`src/rtl/rs_pkg.sv`:
```
// -----------------------------------------------------------------------------
// rs_pkg
// Shared definitions for the multi-issue reservation station.
//   - default widths / sizes used as parameter defaults by rs_multi_issue
//   - rs_status_t: per-entry status flags (valid + operand-ready bits); the
//     width-dependent payload half of an entry is declared in the top module
//     because its field widths follow the module parameters
//   - lsb_index(): index of the lowest set bit, -1 when the vector is zero
//   - bus_lo(): low bit of slice k in a packed bus of w-bit lanes
// -----------------------------------------------------------------------------
package rs_pkg;

    localparam int RS_DEPTH     = 8;
    localparam int RS_TAG_W     = 5;
    localparam int RS_DATA_W    = 32;
    localparam int RS_CTRL_W    = 9;
    localparam int RS_NUM_CDB   = 4;
    localparam int RS_NUM_ISSUE = 2;

    // Widest vector lsb_index() can scan; callers zero-extend with a size cast.
    localparam int LSB_W = 64;

    typedef struct packed {
        logic valid;
        logic rdy1;
        logic rdy2;
    } rs_status_t;

    function automatic int lsb_index(input logic [LSB_W-1:0] vec);
        int idx;
        idx = -1;
        for (int i = LSB_W - 1; i >= 0; i--) begin
            if (vec[i]) idx = i;
        end
        return idx;
    endfunction

    function automatic int bus_lo(input int k, input int w);
        return k * w;
    endfunction

endpackage

```
`src/rtl/rs_age_select.sv`:
```
// -----------------------------------------------------------------------------
// rs_age_select
// Age matrix plus a NUM_ISSUE-deep oldest-ready picker.
// older[i][j] = 1 means entry j was inserted before entry i.
// Ports:
//   clk, rst          clock, asynchronous active-low reset
//   ins_en, ins_idx   an entry is being written this edge, and where
//   valid             entry valid vector (state at cycle start)
//   ready             entries eligible for issue this cycle
//   port_avail        per-port availability
//   grant             one-hot entry grant per port (all-zero = nothing)
// -----------------------------------------------------------------------------
module rs_age_select
    import rs_pkg::*;
#(
    parameter int DEPTH     = RS_DEPTH,
    parameter int NUM_ISSUE = RS_NUM_ISSUE,
    localparam int IDX_W    = $clog2(DEPTH)
) (
    input  logic                              clk,
    input  logic                              rst,
    input  logic                              ins_en,
    input  logic [IDX_W-1:0]                  ins_idx,
    input  logic [DEPTH-1:0]                  valid,
    input  logic [DEPTH-1:0]                  ready,
    input  logic [NUM_ISSUE-1:0]              port_avail,
    output logic [NUM_ISSUE-1:0][DEPTH-1:0]   grant
);

    logic [DEPTH-1:0] older [DEPTH];

    // A new entry is younger than every valid entry (its row) and older than
    // none (its column is cleared so stale bits from the slot's previous
    // occupant cannot make it look older than anybody).
    always_ff @(posedge clk or negedge rst) begin
        if (!rst) begin
            for (int i = 0; i < DEPTH; i++) older[i] <= '0;
        end else if (ins_en) begin
            for (int i = 0; i < DEPTH; i++) older[i][ins_idx] <= 1'b0;
            older[ins_idx] <= valid;
        end
    end

    logic [DEPTH-1:0] remaining;
    logic [DEPTH-1:0] oldest;
    int               pick;

    // Each port in ascending order takes the oldest of the still-unclaimed
    // ready entries; an unavailable port takes nothing and claims nothing.
    // NOTE: every variable driven here gets a default before any branch so no
    // path leaves one unassigned and a latch is never inferred.
    always_comb begin
        remaining = ready;
        oldest    = '0;
        pick      = -1;
        for (int p = 0; p < NUM_ISSUE; p++) begin
            grant[p] = '0;
            for (int i = 0; i < DEPTH; i++) begin
                oldest[i] = remaining[i] & ~|(older[i] & remaining);
            end
            pick = lsb_index(LSB_W'(oldest));
            if (port_avail[p] && pick >= 0) begin
                grant[p][pick]  = 1'b1;
                remaining[pick] = 1'b0;
            end
        end
    end

endmodule

```
`src/rtl/rs_multi_issue.sv`:
```
// -----------------------------------------------------------------------------
// rs_multi_issue
// Reservation station: DEPTH renamed entries, NUM_CDB result-bus snoop for
// operand wakeup (including the insert cycle), age-ordered selection of up to
// NUM_ISSUE ready entries per cycle into valid/ready issue registers.
// Optional build macro:
//   RS_WAKEUP_BYPASS_EN  selection also sees operands arriving on the CDB this
//                        cycle, with the CDB data routed straight to iss_op*.
// Ports:
//   clk, rst                      clock, asynchronous active-low reset
//   flush                         synchronous squash of entries and issue regs
//   in_valid / in_ready           insert handshake (in_ready = count < DEPTH)
//   in_src{1,2}_{rdy,tag,val}     source operand state at rename
//   in_dest, in_ctrl              destination tag and control word
//   cdb_valid/tag/data            packed result buses, lane k at [k*W +: W]
//   iss_valid / iss_ready         per-port issue handshake
//   iss_dest/op1/op2/ctrl         packed per-port issue payload
//   occupancy                     number of valid entries
// -----------------------------------------------------------------------------
module rs_multi_issue
    import rs_pkg::*;
#(
    parameter int DEPTH     = RS_DEPTH,
    parameter int TAG_W     = RS_TAG_W,
    parameter int DATA_W    = RS_DATA_W,
    parameter int CTRL_W    = RS_CTRL_W,
    parameter int NUM_CDB   = RS_NUM_CDB,
    parameter int NUM_ISSUE = RS_NUM_ISSUE,
    localparam int IDX_W    = $clog2(DEPTH),
    localparam int CNT_W    = $clog2(DEPTH) + 1
) (
    input  logic                          clk,
    input  logic                          rst,
    input  logic                          flush,
    input  logic                          in_valid,
    output logic                          in_ready,
    input  logic                          in_src1_rdy,
    input  logic                          in_src2_rdy,
    input  logic [TAG_W-1:0]              in_src1_tag,
    input  logic [TAG_W-1:0]              in_src2_tag,
    input  logic [DATA_W-1:0]             in_src1_val,
    input  logic [DATA_W-1:0]             in_src2_val,
    input  logic [TAG_W-1:0]              in_dest,
    input  logic [CTRL_W-1:0]             in_ctrl,
    input  logic [NUM_CDB-1:0]            cdb_valid,
    input  logic [NUM_CDB*TAG_W-1:0]      cdb_tag,
    input  logic [NUM_CDB*DATA_W-1:0]     cdb_data,
    output logic [NUM_ISSUE-1:0]          iss_valid,
    input  logic [NUM_ISSUE-1:0]          iss_ready,
    output logic [NUM_ISSUE*TAG_W-1:0]    iss_dest,
    output logic [NUM_ISSUE*DATA_W-1:0]   iss_op1,
    output logic [NUM_ISSUE*DATA_W-1:0]   iss_op2,
    output logic [NUM_ISSUE*CTRL_W-1:0]   iss_ctrl,
    output logic [CNT_W-1:0]              occupancy
);

    typedef struct packed {
        logic [TAG_W-1:0]  tag1;
        logic [TAG_W-1:0]  tag2;
        logic [DATA_W-1:0] val1;
        logic [DATA_W-1:0] val2;
        logic [TAG_W-1:0]  dest;
        logic [CTRL_W-1:0] ctrl;
    } payload_t;

    localparam logic [CNT_W-1:0] FULL = CNT_W'(DEPTH);
    localparam logic [CNT_W-1:0] ONE  = CNT_W'(1);

    rs_status_t st [DEPTH];
    payload_t   pl [DEPTH];

    // Returns {hit, data}: lowest-index valid CDB whose tag matches.
    function automatic logic [DATA_W:0] snoop(input logic [TAG_W-1:0] tag);
        logic [NUM_CDB-1:0] hit;
        int                 k;
        for (int b = 0; b < NUM_CDB; b++) begin
            hit[b] = cdb_valid[b] && (cdb_tag[bus_lo(b, TAG_W) +: TAG_W] == tag);
        end
        k = lsb_index(LSB_W'(hit));
        if (k < 0) return '0;
        return {1'b1, cdb_data[bus_lo(k, DATA_W) +: DATA_W]};
    endfunction

    // ---------------------------------------------------------------- wakeup
    logic [DEPTH-1:0]  valid_vec, wake1, wake2, sel_rdy;
    logic [DATA_W-1:0] w1_data [DEPTH];
    logic [DATA_W-1:0] w2_data [DEPTH];
    logic [DATA_W-1:0] op1_eff [DEPTH];
    logic [DATA_W-1:0] op2_eff [DEPTH];
    logic              ins1_hit, ins2_hit;
    logic [DATA_W-1:0] ins1_data, ins2_data;
    logic [DATA_W:0]   s;

    always_comb begin
        s = '0;
        for (int i = 0; i < DEPTH; i++) begin
            valid_vec[i] = st[i].valid;
            s            = snoop(pl[i].tag1);
            wake1[i]     = st[i].valid & ~st[i].rdy1 & s[DATA_W];
            w1_data[i]   = s[DATA_W-1:0];
            s            = snoop(pl[i].tag2);
            wake2[i]     = st[i].valid & ~st[i].rdy2 & s[DATA_W];
            w2_data[i]   = s[DATA_W-1:0];
`ifdef RS_WAKEUP_BYPASS_EN
            sel_rdy[i] = st[i].valid & (st[i].rdy1 | wake1[i]) & (st[i].rdy2 | wake2[i]);
            op1_eff[i] = st[i].rdy1 ? pl[i].val1 : w1_data[i];
            op2_eff[i] = st[i].rdy2 ? pl[i].val2 : w2_data[i];
`else
            sel_rdy[i] = st[i].valid & st[i].rdy1 & st[i].rdy2;
            op1_eff[i] = pl[i].val1;
            op2_eff[i] = pl[i].val2;
`endif
        end
        s         = snoop(in_src1_tag);
        ins1_hit  = s[DATA_W];
        ins1_data = s[DATA_W-1:0];
        s         = snoop(in_src2_tag);
        ins2_hit  = s[DATA_W];
        ins2_data = s[DATA_W-1:0];
    end

    // ---------------------------------------------------------------- insert
    logic             accept;
    logic [IDX_W-1:0] ins_idx;
    logic [DEPTH-1:0] ins_onehot;

    assign in_ready   = (occupancy != FULL);
    assign accept     = in_valid & in_ready & ~flush;
    // Free slots judged on start-of-cycle valid bits: a slot issuing this
    // cycle still reads as occupied, so it is reused one cycle later.
    assign ins_idx    = IDX_W'(lsb_index(LSB_W'(~valid_vec)));
    assign ins_onehot = accept ? (DEPTH'(1) << ins_idx) : '0;

    // ---------------------------------------------------------------- select
    logic [NUM_ISSUE-1:0]            port_avail;
    logic [NUM_ISSUE-1:0][DEPTH-1:0] grant;

    assign port_avail = ~iss_valid | iss_ready;

    rs_age_select #(
        .DEPTH     (DEPTH),
        .NUM_ISSUE (NUM_ISSUE)
    ) u_age_select (
        .clk        (clk),
        .rst        (rst),
        .ins_en     (accept),
        .ins_idx    (ins_idx),
        .valid      (valid_vec),
        .ready      (sel_rdy),
        .port_avail (port_avail),
        .grant      (grant)
    );

    logic [DEPTH-1:0]  issued;
    logic [CNT_W-1:0]  n_iss;
    logic [TAG_W-1:0]  nxt_dest [NUM_ISSUE];
    logic [DATA_W-1:0] nxt_op1  [NUM_ISSUE];
    logic [DATA_W-1:0] nxt_op2  [NUM_ISSUE];
    logic [CTRL_W-1:0] nxt_ctrl [NUM_ISSUE];
    int                g;

    // Unassigned ports get an all-zero payload, which is what an available
    // idle port must show.
    always_comb begin
        issued = '0;
        n_iss  = '0;
        g      = -1;
        for (int p = 0; p < NUM_ISSUE; p++) begin
            nxt_dest[p] = '0;
            nxt_op1[p]  = '0;
            nxt_op2[p]  = '0;
            nxt_ctrl[p] = '0;
            issued      = issued | grant[p];
            g           = lsb_index(LSB_W'(grant[p]));
            if (g >= 0) begin
                n_iss       = n_iss + ONE;
                nxt_dest[p] = pl[g].dest;
                nxt_op1[p]  = op1_eff[g];
                nxt_op2[p]  = op2_eff[g];
                nxt_ctrl[p] = pl[g].ctrl;
            end
        end
    end

    // ---------------------------------------------------------------- state
    // NOTE: sequential state uses non-blocking assignments only, so every
    // register samples the pre-edge values regardless of statement order.
    always_ff @(posedge clk or negedge rst) begin
        if (!rst) begin
            for (int i = 0; i < DEPTH; i++) st[i] <= '0;
        end else if (flush) begin
            for (int i = 0; i < DEPTH; i++) st[i].valid <= 1'b0;
        end else begin
            for (int i = 0; i < DEPTH; i++) begin
                if (issued[i]) begin
                    st[i].valid <= 1'b0;
                end else if (ins_onehot[i]) begin
                    st[i] <= '{valid: 1'b1,
                               rdy1:  in_src1_rdy | ins1_hit,
                               rdy2:  in_src2_rdy | ins2_hit};
                end else begin
                    if (wake1[i]) st[i].rdy1 <= 1'b1;
                    if (wake2[i]) st[i].rdy2 <= 1'b1;
                end
            end
        end
    end

    // NOTE: the payload array has no reset; nothing reads it while the
    // matching valid bit is clear, so resetting it would only cost area.
    always_ff @(posedge clk) begin
        for (int i = 0; i < DEPTH; i++) begin
            if (ins_onehot[i]) begin
                pl[i] <= '{tag1: in_src1_tag,
                           tag2: in_src2_tag,
                           val1: in_src1_rdy ? in_src1_val : ins1_data,
                           val2: in_src2_rdy ? in_src2_val : ins2_data,
                           dest: in_dest,
                           ctrl: in_ctrl};
            end else begin
                if (wake1[i]) pl[i].val1 <= w1_data[i];
                if (wake2[i]) pl[i].val2 <= w2_data[i];
            end
        end
    end

    always_ff @(posedge clk or negedge rst) begin
        if (!rst) begin
            occupancy <= '0;
        end else if (flush) begin
            occupancy <= '0;
        end else begin
            occupancy <= occupancy + (accept ? ONE : '0) - n_iss;
        end
    end

    // Issue registers: available ports load (or clear), stalled ports hold.
    always_ff @(posedge clk or negedge rst) begin
        if (!rst) begin
            iss_valid <= '0;
            iss_dest  <= '0;
            iss_op1   <= '0;
            iss_op2   <= '0;
            iss_ctrl  <= '0;
        end else if (flush) begin
            iss_valid <= '0;
            iss_dest  <= '0;
            iss_op1   <= '0;
            iss_op2   <= '0;
            iss_ctrl  <= '0;
        end else begin
            for (int p = 0; p < NUM_ISSUE; p++) begin
                if (port_avail[p]) begin
                    iss_valid[p]                         <= |grant[p];
                    iss_dest[bus_lo(p, TAG_W) +: TAG_W]  <= nxt_dest[p];
                    iss_op1[bus_lo(p, DATA_W) +: DATA_W] <= nxt_op1[p];
                    iss_op2[bus_lo(p, DATA_W) +: DATA_W] <= nxt_op2[p];
                    iss_ctrl[bus_lo(p, CTRL_W) +: CTRL_W] <= nxt_ctrl[p];
                end
            end
        end
    end

endmodule

```
`config.mk`:
```
export PLATFORM = sky130hd
export DESIGN_NAME = rs_multi_issue
export DESIGN_NICKNAME = d
export VERILOG_FILES = /design/src/rtl/rs_pkg.sv /design/src/rtl/rs_age_select.sv /design/src/rtl/rs_multi_issue.sv
export SDC_FILE = /design/constraint.sdc
export NUM_CORES = 2
export LEC_CHECK = 0
export ABC_CLOCK_PERIOD_IN_PS = 5100
export CORE_ASPECT_RATIO = 0.75
export CORE_UTILIZATION = 40
export CTS_CLUSTER_SIZE = 28
export DETAILED_ROUTE_END_ITERATION = 8
export GPL_TIMING_DRIVEN = 1
export PLACE_DENSITY = 0.61
export SYNTH_ARGS = -nofsm -noshare
export SYNTH_HDL_FRONTEND = slang
export SYNTH_SLANG_ARGS = --single-unit
```
`constraint.sdc`:
```
create_clock -name clk -period 5.1 [get_ports clk]
set_input_delay 0.765 -clock clk [delete_from_list [all_inputs] [get_ports clk]]
set_output_delay 0.765 -clock clk [all_outputs]
set_load 0.01 [all_outputs]
```
; ---- Word-level counts from Yosys, hierarchy flattened
; Memories as Yosys holds them, arrays and structs flattened.
; Index checks and enable logic that the tools add are counted.
[totals]
regBits = 250
mem_bits_rw = 704
input_bits = 248
out_inout_bits = 163
elab_cells = 871
mem_count = 1
[op_classes]
n_addsub = 3
n_lt_le_gt_ge = 32
eq_ne = 73
shifts = 19
mux = 403
bitwise_logic = 143
n_reduce_logical = 154
[mem_list]
columns = name, depth, width, read_ports, rd_clocked_by_memory_dff, wr, line_no
row1 = pl, 8, 88, 10, 0, 8, rs_multi_issue.sv:70  ; payload_t pl [DEPTH];
[ops]
columns = cell, n
row1 = 2-to-1 mux 32 bit, 138
row2 = variable part select 128 x 32 -> 32 bit, 18
row3 = 2-to-1 mux 33 bit, 36
row4 = < comparator 32 x 1 -> 1 bit (second input constant), 18
row5 = binary-select mux 32 bit (select 3 bit), 4
row6 = equality test 5 bit, 72
row7 = AND 8 bit, 25
row8 = >= comparator 32 x 1 -> 1 bit (second input constant), 6
row9 = 2-to-1 mux 3 bit, 63
row10 = OR reduction 8 bit, 18
row11 = 2-to-1 mux 1 bit, 129
row12 = 2-to-1 mux 64 bit, 2
row13 = logical AND 1 bit, 78
row14 = AND 1 bit, 66
row15 = bitwise mux 64 bit, 1
row16 = >= comparator 32 x 4 -> 1 bit (second input constant), 2
row17 = < comparator 32 x 5 -> 1 bit (second input constant), 2
row18 = inverter 32 bit, 2
row19 = inverter 8 -> 64 bit, 1
row20 = AND reduction 3 bit, 16
row21 = 2-to-1 mux 8 bit, 5
row22 = 2-to-1 mux 9 bit, 4
row23 = nonzero test 2 bit, 18
row24 = inverter 1 bit, 25
row25 = 24 further kinds, 78

; ---- Depth between registers and ports, before layout
[logic_depth]
depth_word = 71
depth_mapped = 21
ltp_nobuf = 18

; ---- Hierarchy
; Synthesis repeated with hierarchy kept, for this count alone.
[unflattened]
cells_unflattened = 8073
area_unflattened_um2 = 74657.9
[by_module_without_submodules]
columns = mod, n_inst, cells_per_inst, area_per_inst_um2
row1 = rs_multi_issue, 1, 7629, 70958.1
row2 = rs_age_select, 1, 444, 3699.8

; ---- Least setup slack after synthesis
; No wires, ideal clock.
[synth_timing]
path_type = input-to-reg
start = input port cdb_tag[12]
end = memory pl[5][46] (netlist bit), enable pin
setup_ns = 0.468
arrival_ns = 4.190
slack_ns = 0.442
cell_stages = 10
cell_sequence = clkbuf_1 > clkbuf_1 > xor2_1 > nor4_1 > and3_1 > clkbuf_1 > nor4_1 > or3b_2 > clkbuf_1 > o21ai_0
[synth_rtl]
columns = item, line_no
row1 = start: declaration, rs_multi_issue.sv:46  ; input logic [NUM_CDB*TAG_W-1:0] cdb_tag,
row2 = end: declaration, rs_multi_issue.sv:70

; ---- Final worst setup path
[layout_timing]
start = register st[23] (netlist name)
end = register iss_op2[59]
[layout_via]
elab_chain_len = 52
elab_cells_between_ends = 116
[layout_rtl]
columns = item, line_no
row1 = AND 1 bit * (2 in a row), rs_multi_issue.sv:109  ; sel_rdy[i] = st[i].valid & st[i].rdy1 & st[i].rdy2;
row2 = AND 8 bit, rs_age_select.sv:59  ; oldest[i] = remaining[i] & ~|(older[i] & remaining);
row3 = OR reduction 8 bit, rs_age_select.sv:59
row4 = logical NOT 1 bit, rs_age_select.sv:59
row5 = AND 1 bit, rs_age_select.sv:59
row6 = 2-to-1 mux 32 bit (8 in a row), rs_pkg.sv:33  ; if (vec[i]) idx = i;
row7 = >= comparator 32 x 1 -> 1 bit or < comparator 32 x 5 -> 1 bit (tied branches), "rs_age_select.sv:62, rs_age_select.sv:64"
row8 = logical AND 1 bit (not written as such), rs_age_select.sv:64  ; remaining[pick] = 1'b0;
row9 = [... 20 more ...], --
row10 = demux 1 bit (select 3 bit), --
row11 = 2-to-1 mux 8 bit *, rs_age_select.sv:62  ; if (port_avail[p] && pick >= 0) begin
row12 = branches (longest 6 deep; another with 2-to-1 mux 32 bit), --
row13 = 2-to-1 mux 32 bit *, rs_pkg.sv:33
row14 = branches (longest 4 deep; another with >= comparator 32 x 1 -> 1 bit), --
row15 = 2-to-1 mux 32 bit *, rs_multi_issue.sv:175  ; if (g >= 0) begin
row16 = 2-to-1 mux 32 bit *, rs_multi_issue.sv:253  ; if (port_avail[p]) begin
row17 = 2-to-1 mux 64 bit *, rs_multi_issue.sv:245  ; end else if (flush) begin
row18 = end signal: indexed assignment, rs_multi_issue.sv:257  ; iss_op2[bus_lo(p, DATA_W) +: DATA_W] <= nxt_op2[p];
row19 = end: declaration, rs_multi_issue.sv:52  ; output logic [NUM_ISSUE*DATA_W-1:0] iss_op2,
; Mark *: on every way between the ends. The select of a mux whose other input is x is not followed.
; A chain may end at the register's enable or synchronous reset.

==> impl_metrics.ini <==
[sta]
hold_violations = 0
max_freq_ghz = 0.201
setup_viol = 0
min_period_ns = 4.96
final.period_utilization_pct = 97.3
finClkSkew_ns = 0.0627
setup_slack_ns = 0.136
tightest_slew_ns = 1.47
drv_slew = 0
slew-limit-headroom_pct = 1.59

[logic_synthesis]
synth.area.top_cells = edfxtp_1 30%, mux2i_1 11%, dfrtp_1 9.0%
synth_nets = 8679
synth_top_area_cell = edfxtp_1
ys_warn_count = 0
synth.distinct_cells = 78
ys_seq_area_share_pct = 39.2
yosysTopAreaCellShare_pct = 30.3
synth_area_per_cell_um2 = 8.29
synth_edf_count = 704
yosysMostFrequentCell = nor2_1
synth_common_cells = 1,259 x nor2_1, 1,152 x a21oi_1, 899 x nand2_1
synth_seq_cells = 954
async_reset_ff_share_pct = 26.2
synth_ff_type = edfxtp_1
netlist_area_um2 = 69800
synthCells = 8423

[detailed_routing]
detail-route-antenna-nets = 0
avgRoutedWirePerCell_um = 32.2
drtIter0Drc = 13282
drc = 0
via_per_inst = 6.67
first_pass_iters = 7
routed_wl_mm = 348
via_count = 72206

[clocking]
cts.sinks = 954
cts_buffer_depth = 3
htreeDepth = 3
clk_pin_slew_worst_paths_ns = 0.07
root_buffer = clkbuf_16
worstSkewPairLatency_ns = 0.81
cts_tree = yes
cts_buffers = 105

[critical_path]
reg2regPathDepth = 20
worstPathMaxFanout = 20
path_class = flip-flop to flip-flop
crit_required_ns = 5.76
critPathArrivalTime_ns = 5.62
start_kind = flip-flop
end_kind = flip-flop

[grt]
grt_overflow = 0
grt_pass1_vias = 64872
grt_pass1_wl_mm = 488
track_usage_pct = 38.0
antenna_found_initial = 48
grt_max_degree = 91

[placed_design]
dp_slack_ns = -0.0711
placed_cell_area_um2 = 78400
dpl.hpwl_mm = 230
port_buffers = 410
globalplace.congestion = 0.994

[floorplanning]
die_area_um2 = 176000
core_um2 = 173000
num_io_pins = 411
initial_utilization_pct = 40.3
fp.dieW_um = 484
die_h_um = 364
num_rows = 132

[cells_and_area]
finalInstanceArea_um2 = 82100
layout.nets = 8688
drive_gt1_share_pct = 10.7
final.fill_count = 16392
area_growth_syn_to_layout_pct = 17.5

[pwr]
vdd_drop_max_v = 0.000294
power_density_nw_per_um2 = 272
p_leak_nw = 31.1

[run_status]
status = finished, final reports clean

[min_path]
min_delay_path_depth = 2
hold_path.class = flip-flop to flip-flop

[flow_run]
cap_violations = 0
-- critical path, stage by stage, from the launching register on --
cell	delay [ns]
dfrtp_1	0.42
and3_1	0.29
buf_4	0.19
nand2_1	0.10
nor4b_2	0.17
buf_4	0.17
nor4b_2	0.44
a21oi_1	0.19
buf_4	0.19
a22o_1	0.23
or3_1	0.39
buf_4	0.16
a21o_1	0.17
a31oi_4	0.26
nor3_4	0.07
buf_12	0.14
nor2_4	0.42
buf_6	0.33
buf_4	0.17
mux2i_1	0.17
o211ai_1	0.10
-- final cells by class --
cell class              instances  area, µm²  area share [%]
repair buffers                933       9270            11.3
well taps                    2278       2850            3.47
clock inverters                52        505           0.616
clock buffers                 148       3060            3.72
diodes                         21       52.6          0.0640
multi-input cells            6406      38800            47.3
inverters                      32        120           0.146
flip-flops and latches        954      27400            33.4
-- cells in the final DEF (no fill, tap or decap), drive strengths merged, types with 13 or more instances in the layout --
cell and n:
nand3 132, diode 21, nand2 899, inv 38, buf 525, o41ai 13
dfrtp 250, a22oi 104, a31oi 148, nor3 88, and3 212, xnor2 73
a211oi 380, mux2i 744, mux2 82, edfxtp 704, nor4 95, a21oi 1152
clkdlybuf4s50 407, nor2 1260, a311oi 19, o21ai 153, nand4 32, clkbuf 148
o211ai 158, clkinv 37, o22ai 140, xor2 289, o31a 79
-- worst paths after layout --
check	startpoint	to	slack [ns]
setup / recovery	st[23]	iss_op2[59]	0.14
hold / removal	iss_dest[3]	iss_dest[3]	0.47
setup reg to reg	st[23]	iss_op2[59]	0.14
hold reg to reg	iss_dest[3]	iss_dest[3]	0.47
max in group asynchronous	rst	iss_op2[6]	3.48
min in group asynchronous	rst	u_age_select.older[4]	0.51
-- sequential cells by signal (all words and copies together), names as in the netlist, named ones only --
signal              flops
iss_ctrl               18
iss_valid               2
st                     24
occupancy               4
iss_op1                64
pl                    704
iss_dest               10
iss_op2                64
u_age_select.older     56
-- through the flow --
step	TNS [ns]	instances	util, %	hold WS [ns]	power (W)
2_1_floorplan	0	8423	-	0.447	0.0117
3_3_place_gp	-0.0235	10602	45.3	0.463	0.0140
3_5_place_dp	-0.0711	10602	45.3	0.470	0.0141
4_1_cts	0	10803	47.4	0.484	0.0220
5_1_grt	-0.0259	10819	47.4	0.512	0.0228
6_report	0	10824	47.4	0.474	0.0223
-- what timing repair did --
action	CTS	global route
endpoints found under the hold margin	68	0
hold buffers	1	0
setup endpoints to repair	0	16
setup buffers	0	0
resized for setup	0	5
-- metal layers --
layer	track usage, %	vias to the layer above	wire, µm
met1	52.4	33946	136000
met3	14.1	1264	57700
met5	0	-	214
li1	-	30449	-
met2	51.5	6513	135000
met4	19.0	34	20000
-- kinds of logic after synthesis --
kind of cell	after synthesis	synth area share (%)
and+or+nand+nor	2783	17.0
muxes	826	12.0
xor gates and xnor gates	362	4.54
buffers and inverters	1063	5.84
adders and majority gates	8	0.154
DFF	954	39.2
AOI/OAI and AO/OA	2427	21.3
-- power breakdown --
part,leakage (nW),internal (W),switching [W]
clock,1.74,0.00447,0.00362
combinational,19.7,0.00189,0.00351
sequential,9.67,0.00861,0.000189
total,31.1,0.0150,0.00733
Note: power is estimated with default switching activity, not from simulation.
